--- src/rtl/systolic_feeder_5x5_if.sv ---
// systolic_feeder_5x5_if: beat stream carrying one fmap vector and one weight vector per transfer
interface systolic_feeder_5x5_if #(
  parameter int D_BW = 8,
  parameter int ROWS = 5,
  parameter int COLS = 5
);
  logic                 s_valid;
  logic                 s_ready;
  logic                 s_last;
  logic [D_BW*ROWS-1:0] s_fmap;
  logic [D_BW*COLS-1:0] s_weight;
  modport master (output s_valid, s_last, s_fmap, s_weight, input s_ready);
  modport slave (input s_valid, s_last, s_fmap, s_weight, output s_ready);
endinterface

--- src/rtl/systolic_feeder_5x5.sv ---
// systolic_feeder_5x5: skews fmap/weight beats diagonally into a 5x5 systolic array and generates its enables
module systolic_feeder_5x5 #(
  parameter int D_BW = 8,
  parameter int ROWS = 5,
  parameter int COLS = 5,
  parameter int KW   = 8
) (
  input  logic                   clk,
  input  logic                   rst,
  systolic_feeder_5x5_if.slave   s,
  output logic [D_BW*ROWS-1:0]   o_fmap,
  output logic [D_BW*COLS-1:0]   o_weight,
  output logic [ROWS+COLS-2:0]   mul_en,
  output logic [ROWS-1:0]        str_en,
  output logic [ROWS*COLS-1:0]   pe_en,
  output logic                   o_busy,
  output logic                   o_done,
  output logic [KW-1:0]          o_k
);
  localparam int NS = ROWS + COLS - 1;
  localparam int DW = $clog2(NS);
  localparam logic [KW-1:0] K_PEN = ~KW'(1);
  typedef enum logic [1:0] {IDLE, FEED, DRAIN, DONE} state_t;
  state_t        state;
  logic [DW-1:0] dcnt;
  logic          acc;
  logic          last;
  assign s.s_ready = !rst && (state == IDLE || state == FEED);
  assign acc       = s.s_valid && s.s_ready;
  // the beat that brings the count to its maximum closes the pass
  assign last      = s.s_last || o_k == K_PEN;
  assign o_busy    = state != IDLE;
  assign str_en    = mul_en[ROWS-1:0];
  always_ff @(posedge clk or posedge rst)
    if (rst) begin
      state  <= IDLE;
      dcnt   <= '0;
      o_k    <= '0;
      o_done <= 1'b0;
    end else begin
      o_done <= 1'b0;
      case (state)
        IDLE, FEED: if (acc) begin
          o_k   <= o_k + 1'b1;
          dcnt  <= '0;
          state <= last ? DRAIN : FEED;
        end
        DRAIN: begin
          dcnt <= dcnt + 1'b1;
          if (dcnt == DW'(NS - 1)) begin
            state  <= DONE;
            o_done <= 1'b1;
          end
        end
        default: begin
          state <= IDLE;
          o_k   <= '0;
        end
      endcase
    end
  always_ff @(posedge clk or posedge rst)
    if (rst) mul_en <= '0;
    else mul_en <= {mul_en[NS-2:0], acc};
  for (genvar r = 0; r < ROWS; r++) begin : g_row
    logic [r:0][D_BW-1:0] d;
    always_ff @(posedge clk or posedge rst)
      if (rst) d <= '0;
      else begin
        d[0] <= acc ? s.s_fmap[r*D_BW +: D_BW] : '0;
        for (int i = 1; i <= r; i++) d[i] <= d[i-1];
      end
    assign o_fmap[r*D_BW +: D_BW] = d[r];
  end
  for (genvar c = 0; c < COLS; c++) begin : g_col
    logic [c:0][D_BW-1:0] d;
    always_ff @(posedge clk or posedge rst)
      if (rst) d <= '0;
      else begin
        d[0] <= acc ? s.s_weight[c*D_BW +: D_BW] : '0;
        for (int i = 1; i <= c; i++) d[i] <= d[i-1];
      end
    assign o_weight[c*D_BW +: D_BW] = d[c];
  end
  for (genvar r = 0; r < ROWS; r++) begin : g_pe_r
    for (genvar c = 0; c < COLS; c++) begin : g_pe_c
      assign pe_en[r*COLS+c] = mul_en[r+c];
    end
  end
endmodule
--- src/flat_wrapper.sv ---
// flat-port wrapper written by rule: the top's interface ports become plain ports
module systolic_feeder_5x5_flat 
#(
  parameter int D_BW = 8,
  parameter int ROWS = 5,
  parameter int COLS = 5,
  parameter int KW   = 8
)
  (clk, rst, o_fmap, o_weight, mul_en, str_en, pe_en, o_busy, o_done, o_k, s_s_valid, s_s_last, s_s_fmap, s_s_weight, s_s_ready);
  systolic_feeder_5x5_if #(.D_BW(D_BW), .ROWS(ROWS), .COLS(COLS)) s_i ();
  input  logic clk;
  input  logic rst;
  output logic [D_BW*ROWS-1:0] o_fmap;
  output logic [D_BW*COLS-1:0] o_weight;
  output logic [ROWS+COLS-2:0] mul_en;
  output logic [ROWS-1:0] str_en;
  output logic [ROWS*COLS-1:0] pe_en;
  output logic o_busy;
  output logic o_done;
  output logic [KW-1:0] o_k;
  input wire logic [$bits(s_i.s_valid)-1:0] s_s_valid;
  input wire logic [$bits(s_i.s_last)-1:0] s_s_last;
  input wire logic [$bits(s_i.s_fmap)-1:0] s_s_fmap;
  input wire logic [$bits(s_i.s_weight)-1:0] s_s_weight;
  output wire logic [$bits(s_i.s_ready)-1:0] s_s_ready;
  assign s_i.s_valid = s_s_valid;
  assign s_i.s_last = s_s_last;
  assign s_i.s_fmap = s_s_fmap;
  assign s_i.s_weight = s_s_weight;
  assign s_s_ready = s_i.s_ready;
  systolic_feeder_5x5 #(.D_BW(D_BW), .ROWS(ROWS), .COLS(COLS), .KW(KW)) u_core (.clk(clk), .rst(rst), .s(s_i), .o_fmap(o_fmap), .o_weight(o_weight), .mul_en(mul_en), .str_en(str_en), .pe_en(pe_en), .o_busy(o_busy), .o_done(o_done), .o_k(o_k));
endmodule
--- config.mk ---
export PLATFORM = sky130hd
export DESIGN_NAME = systolic_feeder_5x5_flat
export DESIGN_NICKNAME = d
export VERILOG_FILES = /design/src/rtl/systolic_feeder_5x5_if.sv /design/src/rtl/systolic_feeder_5x5.sv /design/src/flat_wrapper.sv
export SDC_FILE = /design/constraint.sdc
export NUM_CORES = 1
export LEC_CHECK = 0
export ABC_AREA = 1
export BUFFER_PORTS_ARGS = -buffer_cell sky130_fd_sc_hd__buf_2
export CELL_PAD_IN_SITES_DETAIL_PLACEMENT = 1
export CELL_PAD_IN_SITES_GLOBAL_PLACEMENT = 1
export CORE_UTILIZATION = 42
export CTS_CLUSTER_SIZE = 8
export DETAILED_ROUTE_END_ITERATION = 12
export PLACE_DENSITY_LB_ADDON = 0.1
export SLEW_MARGIN = 20
export SYNTH_ARGS = -nofsm -noshare
export SYNTH_HDL_FRONTEND = slang
export SYNTH_SLANG_ARGS = --single-unit
--- constraint.sdc ---
create_clock -name clk -period 9.7 [get_ports clk]
set_input_delay 0.97 -clock clk [delete_from_list [all_inputs] [get_ports clk]]
set_output_delay 0.97 -clock clk [all_outputs]
set_load 0.01 [all_outputs]
==> flow_summary.yaml <==
clock_tree:
  clock_latency_ns: 0.50
  cts-root-buf: "clkbuf_16"
  hold_buffers: 0
  cts_setup_buffers: 0
  path_clk_slew_ns: 0.04
  htree_levels: 2
  cts_buffers: 38
  clock-sinks: 264
  cts.path.max_buffers: 3
  cts_tree: "done"
  cts.repair.resized: 0
place:
  detailedPlace.worstSlack_ns: 6.06
  gp_congestion: 0.752
  dp_hpwl_um: 9830
  placement.io_buffers: 213
outcome:
  outcome: "finished clean"
setup_path:
  worst-setup-path-type: "in -> async"
  reg2reg_from: "u_core.state[1]"
  r2r_slack_ns: 7.62
  rr_endpoint: "u_core.o_k[1]"
  startpoint_type: "primary input"
  path_cells: "buf_2 > inv_8 > buf_6 > buf_4"
  end_kind: "asynchronous set/reset pin"
  crit_arrival_ns: 3.14
  reg2regPathDepth: 6
  slowest_stage: "buf_4"
  crit_family: "buffers and inverters"
  critPathMaxStageDelay_ns: 0.81
  critical_path_peak_fanout: 106
  required_ns: 10.20
  cp.buffers_inverters: 4
logic_synthesis:
  syn-mean-instance-area_sq_um: 13.7
  ys_ff_latch: 264
  netlist_area_sq_mm: 0.00848
  postSynthCellCount: 621
  yosys_warnings: 0
  synth_cell_types: 19
  seq_area_frac_synth_pct: 77.9
  syn_nets: 709
sta:
  setup_viol: 0
  worst_pin_slew_ns: 0.965
  fin_ws_ns: 7.06
  rsz0062_at_grt: "no"
  slew_headroom_pct: 35.7
  clock-skew-final_ns: 0.0111
  whs_ns: 0.335
  fmax_ghz: 0.379
  fin_crit_ns: 2.64
  setup_tns_ns: 0
  hold_viol_final: 0
  fin_crit_sh_pct: 27.2
  slew_violations: 0
detailed_routing:
  wirelength_um: 15100
  via_per_inst: 4.20
  drtAntennaViolNets: 0
  wl_per_cell_um: 14.6
  vias: 4359
  drc: 0
  drt_iter0_drc: 89
  drtPass1Iterations: 4
global_routing:
  grt_pass1_wl_um: 24400
  grt_antenna_before_repair: 2
  grt_pass1_vias: 4822
  grtUsageTotal_pct: 15.6
  grt_max_degree: 107
  grt-ovfl-total: 0
floorplan:
  chipWidth_um: 144
  die_y_um: 144
  start_util_pct: 43.1
  dieArea_sq_mm: 0.0208
  placementRows: 51
  ios: 214
  core_area_sq_mm: 0.0197
job:
  maxCapViolCount: 0
final_layout:
  nets: 860
  drive_gt1_share_pct: 34.0
  area_delta_synth_final_pct: 19.0
  final_common_cell: "dfrtp_1"
  final_cell_mix: "dfrtp_1 (264), buf_2 (213), inv_1 (93), nor2_1 (90), clkbuf_16 (39)"
worst_hold_path:
  worstHoldPathType: "reg -> reg"
  hold_end: "u_core.o_fmap[18]"
  hold-path-cell-count: 0
  min_from: "u_core.g_row[2].d[10]"
power:
  power_density_mw_per_mm2: 249
  power.leakage_uw: 0.00590
  vdd_drop_max_mv: 0.112
## cell usage after synthesis
| master | number | area, sq um |
|---|---|---|
| dfrtp_1 | 264 | 6610 |
| buf_4 | 94 | 706 |
| inv_1 | 94 | 353 |
| nor2_1 | 90 | 338 |
| nand2_1 | 30 | 113 |
| nand3_1 | 10 | 50.1 |
| o21ai_0 | 8 | 40.0 |
| buf_6 | 7 | 78.8 |
| a21oi_1 | 4 | 20.0 |
| ha_1 | 4 | 50.1 |
| nand4_1 | 4 | 25.0 |
| clkbuf_8 | 3 | 41.3 |
| inv_2 | 2 | 7.51 |
| nand2_2 | 2 | 12.5 |
| and2_1 | 1 | 6.26 |
| nor2_2 | 1 | 6.26 |
| nor2_4 | 1 | 11.3 |
| o22ai_1 | 1 | 6.26 |
| xnor2_1 | 1 | 8.76 |
## worst register-to-register path: cells and delay by family, from the launching register on
family / cells / cell delay (ns)
AO/OA/AOI/OAI: 1 / 0.07
buffers and inverters: 1 / 0.21
flip-flops: 1 / 0.41
AND/OR/NAND/NOR: 4 / 1.28
## flip-flops by register name (all words and copies together) (netlist names)
signal           count
u_core.g_col.d      88
u_core.g_row.d      88
u_core.o_fmap       32
u_core.o_weight     32
u_core.mul_en        9
u_core.o_k           8
u_core.dcnt          4
u_core.state         2
u_core.o_done        1
## through the flow
stage	instance area, sq um	total power, uW	util, %	std cells
global placement	9080	1400	46.2	997
global route	10100	2630	51.3	1038
CTS	10100	2560	51.3	1038
floorplan	8480	1350	-	621
finish	10100	2510	51.3	1039
detailed placement	9080	1410	46.2	997
## where the power goes
part | switching, uW | internal, uW
Clock | 419 | 705
Combinational | 113 | 62.9
Sequential | 38.0 | 1170
Total | 570 | 1940
## kinds of logic (layout without fill, tap and decap cells)
family	after synthesis	in the layout	synth area share, %
xor+xnor	1	1	0.103
flops	264	264	77.9
simple gates	139	139	6.63
compound gates	13	13	0.782
other cells	0	1	0
fa+ha+maj	4	4	0.590
buf+inv	200	352	14.0
## worst max-delay path by stage
stage / endpoint / depth (start not counted) / start
floorplan: u_core.dcnt[0] / 1 / rst
global placement: u_core.o_weight[32] / 4 / rst
detailed placement: u_core.o_weight[32] / 4 / rst
CTS: u_core.o_weight[32] / 4 / rst
global route: u_core.g_col[0].d[5] / 4 / rst
finish: u_core.g_row[4].d[9] / 4 / rst
## layout make-up
type                            count  area (sq um)
Fill cell                        2059          9560
Sequential cell                   264          6610
Timing Repair Buffer              215          1080
Clock buffer                       39           976
Multi-Input combinational cell    157           692
Inverter                           96           368
Tap cell                          265           332
Clock inverter                      2          28.8
Antenna cell                        1          2.50
## metal layers
layer / track usage [%] / vias to the layer above / wire length, um
li1: - / 2016 / -
met1: 18.5 / 2172 / 6010
met2: 26.3 / 140 / 7720
met3: 4.77 / 29 / 1070
met4: 6.49 / 2 / 306
met5: 0 / - / 13
Note: power is estimated with default switching activity, not from simulation.
